[src/rtl/alu_arbiter.sv]
// alu_arbiter: shares one external 16-bit ALU between two valid/ready requesters.
// An accepted operation is registered onto the ALU inputs and held for LAT cycles
// (MULDIV_LAT for mul/div). The ALU outputs are then captured into a response
// register, which is held until the consumer accepts it.
// Optional build macro ALU_ARB_FIXED_PRIO_EN: port 0 always wins a simultaneous
// request. Without it, simultaneous requests are granted round-robin.
module alu_arbiter #(
    parameter int LAT        = 1,
    parameter int MULDIV_LAT = 4
) (
    input  logic        clk,
    input  logic        rst_n,
    input  logic        req0_valid,
    input  logic [3:0]  req0_op,
    input  logic [15:0] req0_x,
    input  logic [15:0] req0_y,
    output logic        req0_ready,
    input  logic        req1_valid,
    input  logic [3:0]  req1_op,
    input  logic [15:0] req1_x,
    input  logic [15:0] req1_y,
    output logic        req1_ready,
    output logic [3:0]  alu_op,
    output logic [15:0] alu_x,
    output logic [15:0] alu_y,
    input  logic [15:0] alu_result,
    input  logic        alu_zero,
    input  logic        alu_carry,
    output logic        rsp_valid,
    input  logic        rsp_ready,
    output logic        rsp_id,
    output logic [15:0] rsp_result,
    output logic        rsp_zero,
    output logic        rsp_carry,
    output logic        rsp_err
);

    localparam int MAXL = (LAT > MULDIV_LAT) ? LAT : MULDIV_LAT;
    localparam int CW   = (MAXL > 1) ? $clog2(MAXL) : 1;

    typedef enum logic [1:0] {IDLE, EXEC, RESP} state_t;

    state_t        state_q, state_d;
    logic [3:0]    aluOp_q, aluOp_d;
    logic [15:0]   aluX_q, aluX_d;
    logic [15:0]   aluY_q, aluY_d;
    logic [CW-1:0] cnt_q, cnt_d;
    logic          lastGrant_q, lastGrant_d;
    logic          rspValid_q, rspValid_d;
    logic          rspId_q, rspId_d;
    logic [15:0]   rspResult_q, rspResult_d;
    logic          rspZero_q, rspZero_d;
    logic          rspCarry_q, rspCarry_d;
    logic          rspErr_q, rspErr_d;

    logic          grant;
    logic          anyValid;
    logic [3:0]    selOp;
    logic [15:0]   selX;
    logic [15:0]   selY;

    // Pick the winning port and its payload; ready is offered only while idle and out of reset
    always_comb begin
        anyValid = req0_valid | req1_valid;
        if (req0_valid && req1_valid) begin
`ifdef ALU_ARB_FIXED_PRIO_EN
            grant = 1'b0;
`else
            grant = ~lastGrant_q;
`endif
        end else begin
            grant = ~req0_valid;
        end
        selOp      = grant ? req1_op : req0_op;
        selX       = grant ? req1_x  : req0_x;
        selY       = grant ? req1_y  : req0_y;
        req0_ready = rst_n && (state_q == IDLE) && req0_valid && !grant;
        req1_ready = rst_n && (state_q == IDLE) && req1_valid && grant;
    end

    // Next-state logic: accept in IDLE, count down the settle time in EXEC, hold the response in RESP
    always_comb begin
        state_d     = state_q;
        aluOp_d     = aluOp_q;
        aluX_d      = aluX_q;
        aluY_d      = aluY_q;
        cnt_d       = cnt_q;
        lastGrant_d = lastGrant_q;
        rspValid_d  = rspValid_q;
        rspId_d     = rspId_q;
        rspResult_d = rspResult_q;
        rspZero_d   = rspZero_q;
        rspCarry_d  = rspCarry_q;
        rspErr_d    = rspErr_q;
        case (state_q)
            IDLE: begin
                if (anyValid) begin
                    aluOp_d     = selOp;
                    aluX_d      = selX;
                    aluY_d      = selY;
                    rspId_d     = grant;
                    lastGrant_d = grant;
                    if (selOp == 4'b0010 || selOp == 4'b0011) begin
                        cnt_d = CW'(MULDIV_LAT - 1);
                    end else begin
                        cnt_d = CW'(LAT - 1);
                    end
                    state_d = EXEC;
                end
            end
            EXEC: begin
                if (cnt_q != '0) begin
                    cnt_d = cnt_q - 1'b1;
                end else begin
                    if (aluOp_q == 4'b0011 && aluY_q == 16'd0) begin
                        rspResult_d = 16'hFFFF;
                        rspZero_d   = 1'b0;
                        rspCarry_d  = 1'b0;
                        rspErr_d    = 1'b1;
                    end else begin
                        rspResult_d = alu_result;
                        rspZero_d   = alu_zero;
                        rspCarry_d  = alu_carry;
                        rspErr_d    = 1'b0;
                    end
                    rspValid_d = 1'b1;
                    state_d    = RESP;
                end
            end
            RESP: begin
                if (rsp_ready) begin
                    rspValid_d = 1'b0;
                    state_d    = IDLE;
                end
            end
            default: state_d = IDLE;
        endcase
    end

    // State and datapath registers; reset drops any in-flight operation and favours port 0 next
    always_ff @(posedge clk or negedge rst_n) begin
        if (!rst_n) begin
            state_q     <= IDLE;
            aluOp_q     <= '0;
            aluX_q      <= '0;
            aluY_q      <= '0;
            cnt_q       <= '0;
            lastGrant_q <= 1'b1;
            rspValid_q  <= 1'b0;
            rspId_q     <= 1'b0;
            rspResult_q <= '0;
            rspZero_q   <= 1'b0;
            rspCarry_q  <= 1'b0;
            rspErr_q    <= 1'b0;
        end else begin
            state_q     <= state_d;
            aluOp_q     <= aluOp_d;
            aluX_q      <= aluX_d;
            aluY_q      <= aluY_d;
            cnt_q       <= cnt_d;
            lastGrant_q <= lastGrant_d;
            rspValid_q  <= rspValid_d;
            rspId_q     <= rspId_d;
            rspResult_q <= rspResult_d;
            rspZero_q   <= rspZero_d;
            rspCarry_q  <= rspCarry_d;
            rspErr_q    <= rspErr_d;
        end
    end

    assign alu_op     = aluOp_q;
    assign alu_x      = aluX_q;
    assign alu_y      = aluY_q;
    assign rsp_valid  = rspValid_q;
    assign rsp_id     = rspId_q;
    assign rsp_result = rspResult_q;
    assign rsp_zero   = rspZero_q;
    assign rsp_carry  = rspCarry_q;
    assign rsp_err    = rspErr_q;

endmodule

[config.mk]
export PLATFORM = sky130hd
export DESIGN_NAME = alu_arbiter
export DESIGN_NICKNAME = d
export VERILOG_FILES = /design/src/rtl/alu_arbiter.sv
export SDC_FILE = /design/constraint.sdc
export NUM_CORES = 1
export LEC_CHECK = 0
export ABC_AREA = 1
export CORE_ASPECT_RATIO = 0.8
export CORE_MARGIN = 2
export CORE_UTILIZATION = 36
export DETAILED_ROUTE_END_ITERATION = 10
export GPL_TIMING_DRIVEN = 0
export PLACE_DENSITY_LB_ADDON = 0.1
export SYNTH_ARGS = -nofsm -noshare
export SYNTH_HDL_FRONTEND = slang
export SYNTH_SLANG_ARGS = --single-unit
[constraint.sdc]
create_clock -name clk -period 1.1 [get_ports clk]
set_input_delay 0.165 -clock clk [delete_from_list [all_inputs] [get_ports clk]]
set_output_delay 0.165 -clock clk [all_outputs]
set_load 0.03 [all_outputs]
Yosys cells after proc, flatten, opt, wreduce, memory -nomap -nowiden --
Index checks and enable logic that the tools add are counted.
Storage, ports and cells: bits in latches 0, memory bits (read-only) 0, bits in writable memories 0, memories kept 0, bits in registers 62
Cells by class: muxes and demuxes 19, equal/unequal tests 9, bitwise logic cells 4, reduce and logical (&&, ||, !) cells 19, shifts and indexed selects 0, add/subtract/negate cells 1, order comparisons 0, $mul 0, div/mod/pow operators 0
Operators by type and width (number):
- $mux W16 | 3
- $logic_not A16 Y1 | 1
- $eq A4 B2 Y1 const B | 3
- $mux W2 | 6
- $reduce_and A3 Y1 | 3
- $ne A2 B2 Y1 const B | 4
- $logic_and A1 B1 Y1 | 7
- $mux W1 | 6
- $pmux W2 S3 | 1
- $reduce_bool A2 Y1 | 3
- $mux W4 | 1
- $pmux W2 S2 | 1
- $reduce_and A2 Y1 | 2
- $not A1 Y1 | 3
- $eq A2 B1 Y1 const B | 1
- $eq A2 B2 Y1 const B | 1
- $logic_not A2 Y1 | 1
- $pmux W1 S2 | 1
- $sub A2 B1 Y2 const B | 1
- $logic_not A1 Y1 | 1
- $logic_or A1 B1 Y1 | 1
- $or A1 B1 Y1 | 1

Depth between registers and ports, before layout --
Gate-level depths: netlist of the first run.
word-level depth 8, mapped depth 9

Least setup slack after synthesis of the first run --
OpenSTA, ideal clock, no wires.
kind flip-flop to output port, from register lastGrant_q, to output port req0_ready, stages on the path, launching flop included 7, arrival 1.380 ns, slack -0.445 ns, path buffers 2, path through dfstp_2 -> inv_1 -> nand2_2 -> nand2_2 -> buf_6 -> buf_4 -> nor2_1
Between the ends: cells in the longest elaborated chain, start to end 4
Ends and longest elaborated chain:
- start, declared | line 48 | logic lastGrant_q, lastGrant_d;
- start signal, assigned | line 161 | lastGrant_q <= lastGrant_d;
- $not A1 Y1 | line 69 | grant = ~lastGrant_q;
- $mux W1 | line 65 | if (req0_valid && req1_valid) begin
- $logic_not A1 Y1 | line 77 | req0_ready = rst_n && (state_q == IDLE) && req0_valid && !grant;
- $logic_and A1 B1 Y1 | line 77
- end, declared | line 17 | output logic req0_ready,
No other way between the ends.

Worst setup path in the final report of the first run --
from register lastGrant_q, to output port req1_ready
Between the ends: cells in the longest elaborated chain, start to end 3
Ends and longest elaborated chain:
- $not A1 Y1 | line 69
- $mux W1 | line 65
- $logic_and A1 B1 Y1 | line 78 | req1_ready = rst_n && (state_q == IDLE) && req1_valid && grant;
- end, declared | line 22 | output logic req1_ready,
No other way between the ends.

==> results of run 1 <==
-- flip-flops by register name, summed over array words and instances, names as in the netlist --
| name | count |
|---|---|
| rsp_valid | 1 |
| cnt_q | 2 |
| lastGrant_q | 1 |
| rsp_zero | 1 |
| rsp_carry | 1 |
| alu_x | 16 |
| alu_op | 4 |
| state_q | 2 |
| rsp_result | 16 |
| rsp_err | 1 |
| rsp_id | 1 |
| alu_y | 16 |
-- synth_stat cells (2+ instances only) --
cell      instances
nand2_1         108
dfrtp_1          61
nor2_1           57
a21oi_1          56
inv_1            27
buf_4             9
nand3_1           7
o21ai_0           7
buf_2             6
o22ai_1           6
nor2_2            4
buf_6             3
inv_2             3
nand4_1           3
o21ai_1           3
a21boi_1          2
a31oi_1           2
nand2_2           2
or2_0             2
-- worst paths after layout --
kind / from / endpoint / slack [ns] / cells past startpoint
min in group clk: req0_x[14] / alu_x[14]$_DFFE_PN0P_ / 0.37 / 3
setup reg to reg: lastGrant_q$_DFFE_PN1P_ / cnt_q[0]$_DFFE_PN0P_ / -0.51 / 11
max in group asynchronous: rst_n / alu_op[1]$_DFFE_PN0P_ / 0.82 / 1
hold / removal: rst_n / alu_x[3]$_DFFE_PN0P_ / -0.21 / 1
hold reg to reg: rsp_result[14]$_DFFE_PN0P_ / rsp_result[14]$_DFFE_PN0P_ / 0.47 / 2
setup / recovery: lastGrant_q$_DFFE_PN1P_ / req1_ready / -0.58 / 8
-- per-stage QoR --
step | setup slack (ns) | power (mW) | instance area [um^2] | TNS (ns) | hold slack, ns
floorplan | -0.2093 | 8.952 | 3079 | -7.593 | -0.1306
global placement | -3.261 | 12.13 | 4746 | -179.32 | 0.4521
CTS | -0.5815 | 14.48 | 5082 | -17.52 | -0.05334
detailed placement | -1.198 | 12.30 | 4743 | -32.07 | 0.3102
global route | -0.6326 | 17.17 | 5753 | -25.96 | -0.1689
finish | -0.5809 | 16.14 | 5753 | -21.94 | -0.2068
-- cell families (layout without fill, tap and decap cells) --
family                     Yosys count  after routing  synth area share
and+or+nand+nor                    188            188            0.2615
buffers and inverters               49            259           0.08326
AOI/OAI and AO/OA                   77             77            0.1345
DFF                                 62             62            0.5167
adders and majority gates            1              1          0.004163
-- layout make-up --
type / instances / share of cell area
buffer: 18 / 0.03567
clock buffer: 11 / 0.02284
clock inverter: 5 / 0.008699
inverter: 31 / 0.02327
multi-input combinational: 266 / 0.2912
sequential: 62 / 0.2734
tap: 108 / 0.02349
timing repair buffer: 193 / 0.3201
timing repair inverter: 1 / 0.001305
-- what timing repair did --
action / 4_1_cts / 5_1_grt
buffers inserted: 18 / 19
gates cloned: 4 / 2
endpoints found under the hold margin: 61 / 61
pin swaps: 15 / 41
endpoints found under the setup margin: 121 / 99
gates resized for setup: 388 / 147
-- report_power, final --
| part | internal, mW | switching [mW] |
|---|---|---|
| clock network | 1.03 | 0.886 |
| logic | 4.21 | 5.64 |
| registers | 3.48 | 0.887 |
-- per-layer routing --
layer	vias up	routed length, um	part of all wire
met5	-	0	0
met4	0	195	0.019
met3	14	589	0.056
met2	94	5107	0.49
met1	1560	4629	0.44
li1	1610	-	-
==> flow_metrics.py, run 1 <==
metrics = {
    "global_route": {
        "grt-busiest-layer": "met2",
        "gr-usage-met2": 0.3671,
        "grt_max_degree": 64,
        "antenna_found_initial": 0,
        "grt.overflow.total": 0,
        "grt_pass1_vias": 3194,
        "grt_pass1_wl_um": 15820,
        "gr-usage-met3": 0.06839,
        "grt_usage": 0.2227,
        "use_met1": 0.2854,
    },
    "placed_design": {
        "dp_hpwl_um": 6803,
        "port_buffers": 153,
        "dp.cells": 638,
        "gp_congestion": 0.8233,
    },
    "synth": {
        "synth_cell_types": 28,
        "synthTopCellsByArea": "dfrtp_1 51%, nand2_1 13%, a21oi_1 9.3%",
        "synth_top_area_frac": 0.5079,
        "async_flop_share": 1.000,
        "syn_avg_cell_area_um2": 7.972,
        "seq_area_frac_synth": 0.5167,
        "yosys_warnings": 0,
        "synth_nets": 473,
        "synthFlopType": "dfrtp_1",
        "synth_edf_count": 0,
        "syn_inst": 377,
        "syn_area_um2": 3005,
        "yosysTopAreaCell": "dfrtp_1",
        "ys_ff_latch": 62,
    },
    "layout": {
        "mostFrequentLayoutCells": "91 x nand2_1, 91 x clkdlybuf4s50_1, 46 x buf_6",
        "area_delta_synth_final_pct": 91.42,
        "multi_input_area_um2": 1675,
        "instances_no_fill": 695,
        "regArea_um2": 1573,
        "num-fill-cells": 627,
        "n_antenna_cell": 0,
        "post-route-util": 0.7174,
        "drive_above_1_share": 0.4327,
        "final_nets": 678,
    },
    "floorplan": {
        "start_util": 0.3748,
        "ios": 154,
        "dieWidth_um": 106.2,
        "num_rows": 29,
        "dieHeight_um": 85.72,
        "dieArea_um2": 9100,
        "core-area_um2": 8019,
    },
    "critical_path": {
        "crit_family": "flip-flops",
        "cp-start-kind": "flip-flop",
        "slowest_delay_ns": 0.53,
        "critPathMostFrequentCell": "nand2_4",
        "path_buf_inv": 4,
        "path_cells": "inv_2 -> nand2_4 -> nand2_4 -> buf_8 -> buf_12 -> nand2_4 -> nor2_4 -> buf_6",
        "crit_path_max_fanout": 3,
        "worstSetupPathType": "reg -> out",
        "crit_path_end_kind": "output pin",
        "worst_ep_required_time_ns": 0.94,
        "crit_arrival_ns": 1.52,
        "crit_slowest_cell": "dfstp_2",
    },
    "route": {
        "drt_first_pass_iters": 4,
        "routed_wl_um": 10520,
        "vias": 3278,
        "wl_per_cell_um": 15.14,
        "drc": 0,
        "via_per_inst": 4.717,
        "drt_iter0_drc": 123,
        "antenna_left": 0,
    },
    "clock_network": {
        "ctsLongestPathBuffers": 2,
        "cts_max_level": 3,
        "clock_latency_ns": 0.34,
        "cts_tree": "done",
        "clock-sinks": 62,
        "path_clk_slew_ns": 0.07,
        "numCtsBuffers": 9,
        "clockRootBuffer": "clkbuf_8",
    },
    "power": {
        "leakagePower_nw": 2.596,
        "p_per_area_nw_per_um2": 2805,
        "vdd_ir_drop_max_v": 0.001467,
    },
    "hold_path": {
        "min_path_type": "in -> async",
    },
    "sta": {
        "setup_viol": 73,
        "rsz0062_at_grt": "yes",
        "holdWs_ns": -0.2068,
        "drv_slew": 0,
        "max_freq_mhz": 594.9,
        "post-route-period-util": 1.528,
        "period_needed_ns": 1.681,
        "setup_ws_ns": -0.5809,
        "tightest_slew_ns": 0.6034,
        "hold_violations": 61,
        "clock_skew_ns": 0.01220,
        "slew_headroom": 0.5977,
    },
    "status": {
        "violations": "hold timing, setup timing",
        "status": "finished with violations",
    },
    "job": {
        "cap_violations": 0,
    },
}
Power figures use the tool's default switching activity.
==> run 2, diff against run 1 <==
--- a/config.mk
+++ b/config.mk
@@ -6,6 +6,7 @@
 export NUM_CORES = 1
 export LEC_CHECK = 0
 export ABC_AREA = 1
+export CAP_MARGIN = 20
 export CORE_ASPECT_RATIO = 0.8
 export CORE_MARGIN = 2
 export CORE_UTILIZATION = 36
==> results of run 2 <==
Final layout, timing and power as in run 1 (identical DEF).
==> run 3, diff against run 2 <==
--- a/config.mk
+++ b/config.mk
@@ -12,7 +12,7 @@
 export CORE_UTILIZATION = 36
 export DETAILED_ROUTE_END_ITERATION = 10
 export GPL_TIMING_DRIVEN = 0
-export PLACE_DENSITY_LB_ADDON = 0.1
+export PLACE_DENSITY = 0.88
 export SYNTH_ARGS = -nofsm -noshare
 export SYNTH_HDL_FRONTEND = slang
 export SYNTH_SLANG_ARGS = --single-unit
==> run 3 against run 2 <==
  * The flow still finishes with violations (hold timing, setup timing)
  * Core utilization increased by 3.6 points
  * Wire length is 13% higher
  * Total power grew 6.8%
==> flow_metrics.py, run 3 (synthesis gave the netlist of run 1 again) <==
metrics = {
    "route": {
        "drt_first_pass_iters": 4,
        "antenna_left": 0,
        "highest_layer": "met4",
        "via_per_inst": 4.950,
        "routed_wl_um": 11930,
        "met3WireLength_um": 678,
        "drc": 0,
        "drt_iter0_drc": 136,
        "vias": 3460,
        "drt-met1-wl_um": 4722,
        "wl_met2_um": 6097,
        "wl_per_cell_um": 17.07,
    },
    "sta": {
        "hold_violations": 39,
        "max_freq_mhz": 595.6,
        "period_needed_ns": 1.679,
        "slew_headroom": 0.7142,
        "clock_skew_ns": 0.01302,
        "tightest_slew_ns": 0.4287,
        "post-route-period-util": 1.526,
        "rsz0062_at_grt": "yes",
        "setup_viol": 71,
        "setup_ws_ns": -0.5788,
        "timing.setup.tns_ns": -22.28,
        "drv_slew": 0,
        "holdWs_ns": -0.3981,
    },
    "clock_network": {
        "clockRootBuffer": "clkbuf_8",
        "clock_latency_ns": 0.34,
        "cts_tree": "done",
        "path_clk_slew_ns": 0.08,
        "clock-sinks": 62,
        "numCtsBuffers": 9,
        "cts_max_level": 3,
        "ctsLongestPathBuffers": 2,
    },
    "critical_path": {
        "worst_ep_required_time_ns": 0.94,
        "slowest_delay_ns": 0.53,
        "path_cells": "inv_2 -> nand2_4 -> nand2_4 -> buf_6 -> buf_8 -> nand2_4 -> nor2_4 -> buf_6",
        "path_buf_inv": 4,
        "cp-start-kind": "flip-flop",
        "crit_path_max_fanout": 3,
        "crit_slowest_cell": "dfstp_2",
        "crit_path_end_kind": "output pin",
        "crit_arrival_ns": 1.51,
        "worstSetupPathType": "reg -> out",
        "reg2reg_setup_slack_ns": -0.56,
        "r2r-end": "alu_x[0]$_DFFE_PN0P_",
        "critPathMostFrequentCell": "nand2_4",
        "crit_family": "flip-flops",
        "reg2reg_depth": 10,
        "reg2reg_from": "lastGrant_q$_DFFE_PN1P_",
    },
    "layout": {
        "area_delta_synth_final_pct": 101.1,
        "drive_above_1_share": 0.4890,
        "layout_commonest_cell": "clkdlybuf4s50_1",
        "n_antenna_cell": 0,
        "mostFrequentLayoutCells": "92 x clkdlybuf4s50_1, 67 x nand2_1, 57 x buf_6",
        "final_nets": 682,
    },
    "power": {
        "p_per_area_nw_per_um2": 2851,
        "leakagePower_nw": 2.690,
        "finalPower_mw": 17.23,
        "vdd_ir_drop_max_v": 0.001361,
    },
    "floorplan": {
        "start_util": 0.3748,
        "num_rows": 29,
        "dieWidth_um": 106.2,
        "dieHeight_um": 85.72,
        "core-area_um2": 8019,
        "dieArea_um2": 9100,
        "ios": 154,
    },
    "placed_design": {
        "post-place-ws_ns": -1.224,
        "gp_congestion": 0.7906,
        "port_buffers": 153,
        "dp_hpwl_um": 7200,
    },
    "hold_path": {
        "min_path_type": "in -> async",
    },
    "global_route": {
        "grt_max_degree": 40,
        "grt_usage": 0.2328,
        "antenna_found_initial": 0,
        "grt_pass1_vias": 3403,
        "grt_pass1_wl_um": 16570,
        "grt.overflow.total": 0,
    },
    "job": {
        "cap_violations": 0,
    },
    "status": {
        "violations": "hold timing, setup timing",
        "status": "finished with violations",
    },
}
## run 3: cell type report
type                    instances  area (um^2)
plain buffers                  18        198.9
clock buffers                  11        151.4
clock inverters                 5        81.33
fillers                       554         1976
inverters                      31        130.1
multi-input cells             266         1775
flip-flops and latches         62         1573
well taps                     108        135.1
repair buffers                198         1998
## run 3: through the flow
stage,util,std cells,cell area (um^2)
after floorplan,-,377,3079
after global placement,0.5918,638,4746
after detailed placement,0.5971,640,4788
after CTS,0.6505,676,5216
after global routing,0.7536,699,6043
final,0.7536,699,6043
## run 3: per-layer routing
metal	track usage	vias up
li1	-	1616
met1	0.2843	1687
met2	0.4073	123
met3	0.05395	34
met4	0.07895	0
met5	0	-
## run 3: how the worst max path moves through the flow
stage	to	cells past startpoint	slack, ns	from
final	req1_ready	8	-0.58	lastGrant_q$_DFFE_PN1P_
after global routing	req1_ready	8	-0.65	lastGrant_q$_DFFE_PN1P_
after CTS	req1_ready	8	-0.60	lastGrant_q$_DFFE_PN1P_
after detailed placement	req1_ready	8	-1.22	req1_valid
after global placement	req0_ready	4	-3.17	rst_n
after floorplan	req0_ready	6	-0.21	lastGrant_q$_DFFE_PN1P_
## run 3: what timing repair did
item / in CTS / in global routing
pin swaps: 21 / 26
resized for setup: 402 / 197
gates cloned: 5 / 3
endpoints found under the setup margin: 121 / 111
buffers inserted: 15 / 20
hold endpoints to repair: 39 / 39
## run 3: power breakdown
group / total (mW) / leakage, nW / switching (mW) / internal (mW)
registers: 4.43 / 0.708 / 0.950 / 3.48
clock network: 2.33 / 0.116 / 0.928 / 1.40
logic: 10.5 / 1.87 / 5.95 / 4.52
